--- src/rtl/led_scan_capture.sv ---
// Purpose : decode a multiplexed 4-digit active-low 7-segment scan back into a 16-bit frame value.
// Latency : frame_valid rises SETTLE_CYCLES+1 clk after the last synced segment change in the an0 slot (+2 for synchronizers).
// Backpres: none; a passive observer. Outputs are pulses/levels and must be consumed when presented.
//
// Ports:
//   clk, reset            system clock, synchronous active-high reset
//   an3..an0              anode strobes, active low, asynchronous (2-flop synchronized)
//   a..g                  segment lines, active low, asynchronous (2-flop synchronized)
//   value                 last complete frame, [15:12]=an3 digit ... [3:0]=an0 digit
//   frame_valid           1-cycle pulse when value updates
//   seg_err               1-cycle pulse: sampled segment pattern is not a hex glyph
//   seq_err               1-cycle pulse: anode order violated or overlapping anodes
//   active                level: scan activity seen within the last TIMEOUT_CYCLES
module led_scan_capture #(
    parameter int SETTLE_CYCLES  = 4,
    parameter int TIMEOUT_CYCLES = 4096
) (
    input  logic        clk,
    input  logic        reset,
    input  logic        an3,
    input  logic        an2,
    input  logic        an1,
    input  logic        an0,
    input  logic        a,
    input  logic        b,
    input  logic        c,
    input  logic        d,
    input  logic        e,
    input  logic        f,
    input  logic        g,
    output logic [15:0] value,
    output logic        frame_valid,
    output logic        seg_err,
    output logic        seq_err,
    output logic        active
);

    localparam int CW = $clog2(SETTLE_CYCLES + 1);
    localparam int IW = $clog2(TIMEOUT_CYCLES);
    localparam logic [CW-1:0] SETTLE_LAST = CW'(SETTLE_CYCLES - 1);
    localparam logic [CW-1:0] CNT_MAX     = CW'(SETTLE_CYCLES);
    localparam logic [IW-1:0] IDLE_MAX    = IW'(TIMEOUT_CYCLES - 1);

    typedef enum logic [1:0] {S_IDLE, S_SETTLE, S_SAMPLE, S_WAIT_OFF} state_t;

    // Returns {ok, nibble}; pattern is {a..g} active low with a as MSB.
    function automatic logic [4:0] seg_decode(input logic [6:0] s);
        logic [4:0] r;
        case (s)
            7'h01:   r = {1'b1, 4'h0};
            7'h4F:   r = {1'b1, 4'h1};
            7'h12:   r = {1'b1, 4'h2};
            7'h06:   r = {1'b1, 4'h3};
            7'h4C:   r = {1'b1, 4'h4};
            7'h24:   r = {1'b1, 4'h5};
            7'h20:   r = {1'b1, 4'h6};
            7'h0F:   r = {1'b1, 4'h7};
            7'h00:   r = {1'b1, 4'h8};
            7'h04:   r = {1'b1, 4'h9};
            7'h08:   r = {1'b1, 4'hA};
            7'h60:   r = {1'b1, 4'hB};
            7'h31:   r = {1'b1, 4'hC};
            7'h42:   r = {1'b1, 4'hD};
            7'h30:   r = {1'b1, 4'hE};
            7'h38:   r = {1'b1, 4'hF};
            default: r = 5'b0_0000;
        endcase
        return r;
    endfunction

    // ---------------- input synchronizers (reset to "all dark") ----------------
    logic [10:0] raw;
    logic [10:0] sync1_q, sync2_q;
    assign raw = {an3, an2, an1, an0, a, b, c, d, e, f, g};

    always_ff @(posedge clk) begin
        if (reset) begin
            sync1_q <= '1;
            sync2_q <= '1;
        end else begin
            sync1_q <= raw;
            sync2_q <= sync1_q;
        end
    end

    logic [3:0] low;
    logic [6:0] seg_s;
    logic       any_low, one_low;
    logic [1:0] low_idx;
    assign low     = ~sync2_q[10:7];
    assign seg_s   = sync2_q[6:0];
    assign any_low = |low;
    assign one_low = any_low && ((low & (low - 4'd1)) == 4'd0);

    always_comb begin
        low_idx = 2'd0;
        for (int i = 0; i < 4; i++) begin
            if (low[i]) low_idx = 2'(i);
        end
    end

    // ---------------- state ----------------
    state_t         state_q, state_d;
    logic [1:0]     expect_q, expect_d;
    logic [1:0]     cur_q, cur_d;
    logic [CW-1:0]  cnt_q, cnt_d;
    logic [6:0]     seg_prev_q, seg_prev_d;
    logic [15:0]    frame_q, frame_d;
    logic [15:0]    value_q, value_d;
    logic           fv_q, fv_d;
    logic           seg_err_q, seg_err_d;
    logic           seq_err_q, seq_err_d;
    logic           flagged_q, flagged_d;
    logic [IW-1:0]  idle_q, idle_d;
    logic           active_q, active_d;

    logic           seq_hit, flag_set;
    logic [CW-1:0]  cnt_nx;
    logic [4:0]     dec;
    logic [3:0]     cur_mask;
    logic           others_low;

    assign cur_mask   = 4'b0001 << cur_q;
    assign others_low = (low & ~cur_mask) != 4'd0;
    assign dec        = seg_decode(seg_s);

    always_comb begin
        state_d    = state_q;
        expect_d   = expect_q;
        cur_d      = cur_q;
        cnt_d      = cnt_q;
        seg_prev_d = seg_prev_q;
        frame_d    = frame_q;
        value_d    = value_q;
        fv_d       = 1'b0;
        seg_err_d  = 1'b0;
        seq_hit    = 1'b0;
        flag_set   = 1'b0;
        cnt_nx     = '0;

        case (state_q)
            S_IDLE: begin
                // flagged_q keeps one offending strobe from re-reporting every cycle.
                if (any_low && !flagged_q) begin
                    if (!one_low) begin
                        seq_hit  = 1'b1;
                        flag_set = 1'b1;
                    end else begin
                        if (low_idx != expect_q) begin
                            seq_hit  = 1'b1;
                            expect_d = 2'd3;
                        end
                        if (low_idx == expect_q || low_idx == 2'd3) begin
                            state_d    = S_SETTLE;
                            cur_d      = low_idx;
                            cnt_d      = '0;
                            seg_prev_d = seg_s;
                        end else begin
                            flag_set = 1'b1;
                        end
                    end
                end
            end
            S_SETTLE: begin
                if (others_low) begin
                    seq_hit  = 1'b1;
                    flag_set = 1'b1;
                    state_d  = S_IDLE;
                end else if (!any_low) begin
                    state_d = S_IDLE;
                end else begin
                    // The cycle a change is seen counts as the first stable one.
                    cnt_nx     = (seg_s != seg_prev_q) ? '0 :
                                 (cnt_q == CNT_MAX)    ? cnt_q : cnt_q + CW'(1);
                    cnt_d      = cnt_nx;
                    seg_prev_d = seg_s;
                    if (cnt_nx >= SETTLE_LAST) state_d = S_SAMPLE;
                end
            end
            S_SAMPLE: begin
                state_d = S_WAIT_OFF;
                if (!dec[4]) begin
                    seg_err_d = 1'b1;
                    expect_d  = 2'd3;
                end else if (expect_q == 2'd0) begin
                    value_d  = {frame_q[15:4], dec[3:0]};
                    fv_d     = 1'b1;
                    expect_d = 2'd3;
                end else begin
                    frame_d[{expect_q, 2'b00} +: 4] = dec[3:0];
                    expect_d = expect_q - 2'd1;
                end
            end
            S_WAIT_OFF: begin
                if (!any_low) begin
                    state_d = S_IDLE;
                end else if (others_low && !flagged_q) begin
                    seq_hit  = 1'b1;
                    flag_set = 1'b1;
                end
            end
            default: state_d = S_IDLE;
        endcase

        seq_err_d = seq_hit;
        if (flag_set)      flagged_d = 1'b1;
        else if (!any_low) flagged_d = 1'b0;
        else               flagged_d = flagged_q;

        // Idle counter saturates at TIMEOUT-1; reaching it with all anodes dark drops active.
        idle_d   = any_low ? '0 : ((idle_q == IDLE_MAX) ? idle_q : idle_q + IW'(1));
        active_d = any_low ? 1'b1 : ((idle_q == IDLE_MAX) ? 1'b0 : active_q);
    end

    always_ff @(posedge clk) begin
        if (reset) begin
            state_q    <= S_IDLE;
            expect_q   <= 2'd3;
            cur_q      <= 2'd0;
            cnt_q      <= '0;
            seg_prev_q <= '1;
            frame_q    <= '0;
            value_q    <= '0;
            fv_q       <= 1'b0;
            seg_err_q  <= 1'b0;
            seq_err_q  <= 1'b0;
            flagged_q  <= 1'b0;
            idle_q     <= IDLE_MAX;
            active_q   <= 1'b0;
        end else begin
            state_q    <= state_d;
            expect_q   <= expect_d;
            cur_q      <= cur_d;
            cnt_q      <= cnt_d;
            seg_prev_q <= seg_prev_d;
            frame_q    <= frame_d;
            value_q    <= value_d;
            fv_q       <= fv_d;
            seg_err_q  <= seg_err_d;
            seq_err_q  <= seq_err_d;
            flagged_q  <= flagged_d;
            idle_q     <= idle_d;
            active_q   <= active_d;
        end
    end

    assign value       = value_q;
    assign frame_valid = fv_q;
    assign seg_err     = seg_err_q;
    assign seq_err     = seq_err_q;
    assign active      = active_q;

endmodule
--- config.mk ---
export PLATFORM = sky130hd
export DESIGN_NAME = led_scan_capture
export DESIGN_NICKNAME = d
export VERILOG_FILES = /design/src/rtl/led_scan_capture.sv
export SDC_FILE = /design/constraint.sdc
export NUM_CORES = 1
export LEC_CHECK = 0
export CAP_MARGIN = 20
export CORE_MARGIN = 10
export CORE_UTILIZATION = 58
export DETAILED_ROUTE_END_ITERATION = 10
export PLACE_DENSITY = 0.85
export RECOVER_POWER = 100
export SYNTH_ARGS = -nofsm -noshare
export SYNTH_HDL_FRONTEND = slang
export SYNTH_SLANG_ARGS = --single-unit
--- constraint.sdc ---
create_clock -name clk -period 2.5 [get_ports clk]
set_input_delay 0.25 -clock clk [delete_from_list [all_inputs] [get_ports clk]]
set_output_delay 0.25 -clock clk [all_outputs]
set_load 0.05 [all_outputs]
Word level (Yosys, flattened, before mapping)

Index checks and enable logic that the tools add are counted.

Flip-flop bits (word level): 87
Bits of input ports: 13
Output and inout port bits: 20
Logic and storage cells: 139

Add/sub/neg operators: 5
Order comparisons: 1
Equal/unequal tests: 34
Shifts and indexed selects: 3
Multiplexer cells: 52
Bitwise operators: 7
Reductions and logical operators: 22

Operators by type and width:

| cell                     | number |
|---|---|
| $pmux W5 S16             | 1 |
| $eq A7 B6 Y1 const B     | 5 |
| $mux W7                  | 5 |
| $eq A7 B7 Y1 const B     | 4 |
| $mux W2                  | 14 |
| $mux W12                 | 2 |
| $mux W3                  | 7 |
| $bwmux W16               | 1 |
| $mux W1                  | 16 |
| $ne A2 B2 Y1 const B     | 8 |
| $shift A4 B6 Y16 const A | 1 |
| $shiftx A4 B6 Y16        | 1 |
| $eq A7 B3 Y1 const B     | 2 |
| $eq A7 B4 Y1 const B     | 2 |
| $pmux W7 S2              | 1 |
| $add A12 B1 Y12 const B  | 1 |
| $eq A12 B12 Y1 const B   | 1 |
| $and A4 B4 Y4            | 2 |
| $not A4 Y4               | 2 |
| $pmux W2 S4              | 1 |
| $reduce_and A4 Y1        | 2 |
| $eq A7 B1 Y1 const B     | 1 |
| $eq A7 B5 Y1 const B     | 1 |
| $logic_not A7 Y1         | 1 |
| 31 further kinds         | 42 |

Longest topological paths before layout

Gate-level depths: netlist (run 1).

Word-level depth: 11
Gate-level depth with buffers: 9
Gate-level depth less buffers: 7

Worst setup path before layout (run 1)

OpenSTA, ideal clock, no wires.

Kind: register to register
From: reg sync2_q[5]
To: reg value_q[10], in the netlist value[10]
Library setup time: 119 ps
Arrival time: 1707 ps
Data required time: 2381 ps
Setup slack: 674 ps
Cell stages (with the launch flop): 9
Buffers on the path: 3
Clock period less this slack: 1826 ps
Path through: dfxtp_1 -> buf_4 -> or3_1 -> a211oi_2 -> a41oi_2 -> a31o_1 -> buf_6 -> buf_8 -> mux2i_1

Word-level cells in the longest chain between the ends: 3
Elaborated cells on any way between the ends: 18
Those cells by class: eq/ne (15); mux (1); reduce/logical (2)

RTL lines:

| what                                       | line | source |
|---|---|---|
| start, declared                            | 73   | `logic [10:0] sync1_q, sync2_q;` |
| start signal, assigned                     | 82   | `sync2_q <= sync1_q;` |
| $eq A7 B6 Y1, or another cell as far along | 49   | `case (s)` |
| $pmux W5 S16 *                             | 49   |  |
| $reduce_and A3 Y1 (no line) *              | n/a  |  |
| end signal, assigned                       | 237  | `value_q <= value_d;` |
| end, declared                              | 109  | `logic [15:0] value_q, value_d;` |

Mark *: on every way between the ends. The rest lies on a longest branch, timed or not.
A chain may end at the register's enable or synchronous reset.

Final worst setup path (run 1)

From: reg sync2_q[1]
To: reg value_q[13], in the netlist value[13]

The elaborated chain is that of the path after synthesis.

==> summary.txt, run 1 <==
Yosys
  – Distinct cell type count after synthesis: 62
  – Yosys top cell area share: a little over two fifths
  – Synth area leader: dfxtp_1
  – Area contributors post-synth: dfxtp_1 (42%), mux2i_1 (5.1%), nand2_1 (4.1%)
  – Mapped Avg Cell Area: just under 9 µm²
  – Synth Instances: 450
  – Synthesized cell area: 3950 µm²
  – Yosys reg bits: 83
  – Yosys warns: 0
  – Sequential fraction of the synthesis area: 42.1%
  – Post-synth EDFFs: 0
  – Prevailing post-synth register cell: dfxtp_1
  – Mapped Nets: 470
  – Async S/R FF share, synth: 0%

Power and ir drop
  – PD cells: 593 nW/µm²
  – Max VDD drop: 0.364 mV
  – Pleak: 1.80 nW

Route
  – Drt wl/cell: between 10 and 15 µm
  – # DRC: 0
  – First DRT Iteration DRCs: 183
  – Antenna viol nets, final: 0
  – Initial DRT Pass Iterations: 4
  – Routed wire length: 7.92 mm
  – Via count: 3281
  – Vias per inst: 5.98

Critical path
  – FF-to-FF Start: sync2_q[1]
  – Kind of end point of the critical path: flip-flop
  – Reg-to-reg setup timing slack: 0.19 ns
  – Crit path launch type: flip-flop
  – RR Endpoint: value[13]
  – Worst R2R Path Depth: 5
  – Critical path origin: sync2_q[1]
  – CP required: 2.71 ns
  – Critical Path AT: 2.52 ns
  – Critical path peak fanout: 14
  – Crit path kind: reg2reg
  – End of the critical path: value[13]

Clock network
  – CTS root buffer: clkbuf_8
  – Clock buffer depth: 2
  – Clock sink total: 83
  – CTS tree: done
  – Cts bufs inserted: 9
  – Clk slew on worst S/H paths: 0.08 ns
  – Clk Latency, worst-skew pair: 0.35 ns
  – # hold bufs at CTS: 0
  – Post-CTS sizing: 0
  – Depth of the CTS H-tree: 3
  – Total setup buffers inserted after CTS: 0

STA
  – Min Hold Slack: 0.410 ns
  – Worst setup margin: around 0.19 ns
  – Tmin final: 2.31 ns
  – RSZ-0062 raised after global routing: false
  – Count of final hold-check violations: 0
  – Worst-Margin Slew: between 1 and 1.5 ns
  – Max Clock Skew: 0.00659 ns
  – Setup TNS: 0 ns
  – Fmax: 0.433 GHz
  – Final Max Slew Viols: 0
  – Max-slew headroom: 21.9%
  – Final period util: 92.4%
  – Final setup viols: 0

Cells and area
  – Layout cells sized above 1: 10.4%
  – Fillers: 517
  – Final Net Count: slightly below 500
  – Antenna diode count: 0
  – Final instance area: ~4400 µm²
  – P&R area growth vs syn: 12.2%

Global route
  – Number of global-route vias before repair: 3158
  – First-pass GRT wire length: approximately 14 mm
  – Initial antenna violation count: 0
  – Gr ovfl total: 0
  – Tot GR Track Use: 15.9%
  – Pin count of the biggest net entering global routing: 53

Place
  – Setup slack after placement: 0.220 ns
  – # port buffers: 32
  – Placed Area: 4250 µm²
  – Post-DP HPWL: 5.57 mm
  – Routability Congestion: between 0.8 and 0.9

Die
  – Die height: about 100 µm
  – DIE AREA: 10500 µm²
  – Core ar.: 6490 µm²
  – Die X: 102 µm
  – Boundary Pins: 33
  – Starting Density: 60.7%
  – Rows: 29

Status
  – Status: complete, no violations

Job
  – Max-Cap Viols: 0

Min path
  – Tightest Hold Check Type: reg2reg
how the worst min path moves through the flow:
stage | depth (start not counted) | start | slack (ns) | to
3_3_place_gp | 1 | sync1_q[4] | 0.39 | sync2_q[4]
5_1_grt | 1 | sync1_q[10] | 0.43 | sync2_q[10]
6_report | 1 | sync1_q[0] | 0.41 | sync2_q[0]
3_5_place_dp | 1 | sync1_q[10] | 0.40 | sync2_q[10]
2_1_floorplan | 1 | g | 0.35 | sync1_q[0]
4_1_cts | 1 | sync1_q[0] | 0.42 | sync2_q[0]
critical path, cell delays in order (launching register included):
cell and delay (ns):
dfxtp_1 0.63, or3b_1 0.41, a211oi_2 0.29, a41oi_2 0.12, a31o_1 0.50, mux2i_1 0.21
cell usage after synthesis, types with 2 or more instances:
| cell type | n |
|---|---|
| o2111ai_1 | 4 |
| nor4_1 | 4 |
| o211ai_1 | 10 |
| and3_1 | 8 |
| buf_2 | 7 |
| nand4_1 | 9 |
| nor2_1 | 24 |
| nor2b_1 | 2 |
| dfxtp_1 | 83 |
| o31ai_1 | 2 |
| o21ai_0 | 23 |
| mux2i_1 | 20 |
| a211o_1 | 2 |
| nand2_1 | 43 |
| a211oi_1 | 5 |
| o22ai_1 | 2 |
| nand4b_1 | 2 |
| buf_6 | 2 |
| a221oi_1 | 2 |
| o21ai_1 | 2 |
| ha_1 | 7 |
| and2_1 | 2 |
| nand2b_1 | 5 |
| buf_4 | 2 |
| a21oi_1 | 9 |
| a311oi_1 | 3 |
| a22oi_1 | 3 |
| o32ai_1 | 11 |
| clkbuf_1 | 17 |
| nand3_1 | 20 |
| or2_2 | 24 |
| a31oi_1 | 7 |
| nand3b_1 | 5 |
| and4_1 | 2 |
| nor3_1 | 9 |
| or3b_1 | 2 |
| inv_1 | 27 |
| xor2_1 | 3 |
| a211oi_2 | 2 |
| xnor2_1 | 12 |
layer usage:
| metal | GRT usage (%) | part of all wire, % | vias up |
|---|---|---|---|
| met5 | 0 | 0 | - |
| li1 | - | - | 1648 |
| met4 | 8.13 | 2.1 | 0 |
| met1 | 19.3 | 45 | 1523 |
| met3 | 2.56 | 5.6 | 12 |
| met2 | 26.4 | 47 | 98 |
area by class of cell:
| class | instances | area [µm²] | area share [%] |
|---|---|---|---|
| multi-input cells | 309 | 2020 | 45.7 |
| flip-flops and latches | 83 | 1660 | 37.5 |
| repair buffers | 38 | 358 | 8.09 |
| clock buffers | 11 | 141 | 3.19 |
| inverters | 28 | 105 | 2.37 |
| well taps | 77 | 96.3 | 2.18 |
| clock inverters | 3 | 40.0 | 0.905 |
state kept, by name, indices dropped and copies added, names as in the netlist, 2 cells and up, named ones only:
name / count
idle_q: 12
value: 16
frame_q: 12
cur_q: 2
sync1_q: 11
expect_q: 2
sync2_q: 11
cnt_q: 3
seg_prev_q: 7
power by group:
group	switching [mW]	internal [mW]	total, mW
sequential	0.0614	1.38	1.44
combinational	0.148	0.121	0.269
clock	0.445	0.475	0.920
total	0.654	1.97	2.63
metrics by stage:
step | utilization (%) | std cells | total power [mW]
3_3_place_gp | 65.5 | 535 | 1.73
4_1_cts | 68.3 | 549 | 2.65
2_1_floorplan | - | 450 | 1.66
3_5_place_dp | 65.5 | 535 | 1.74
6_report | 68.1 | 549 | 2.63
5_1_grt | 68.1 | 549 | 2.75
placed cells by master (no fill, tap or decap), types with 12 or more instances in the layout:
master,n
nor2_1,24
mux2i_1,20
or2_2,24
o21ai_0,23
dlygate4sd3_1,21
inv_1,27
nand2_1,43
dfxtp_1,83
nand3_1,20
xnor2_1,12
cells by family (layout without fill, tap and decap cells):
kind of cell	count (synthesis)	after routing	share of synthesized area [%]
xor+xnor	15	15	3.33
flops	83	83	42.1
fa+ha+maj	7	7	2.22
buf+inv	58	80	6.60
compound gates	100	100	18.2
mux	21	21	5.36
simple gates	166	166	22.1
(Power assumes the default switching activity.)
==> run 2, diff against run 1 <==
- CTS_CLUSTER_DIAMETER: not set -> 80
==> results of run 2 <==
No change in the layout: final DEF, timing and power equal those of run 1.
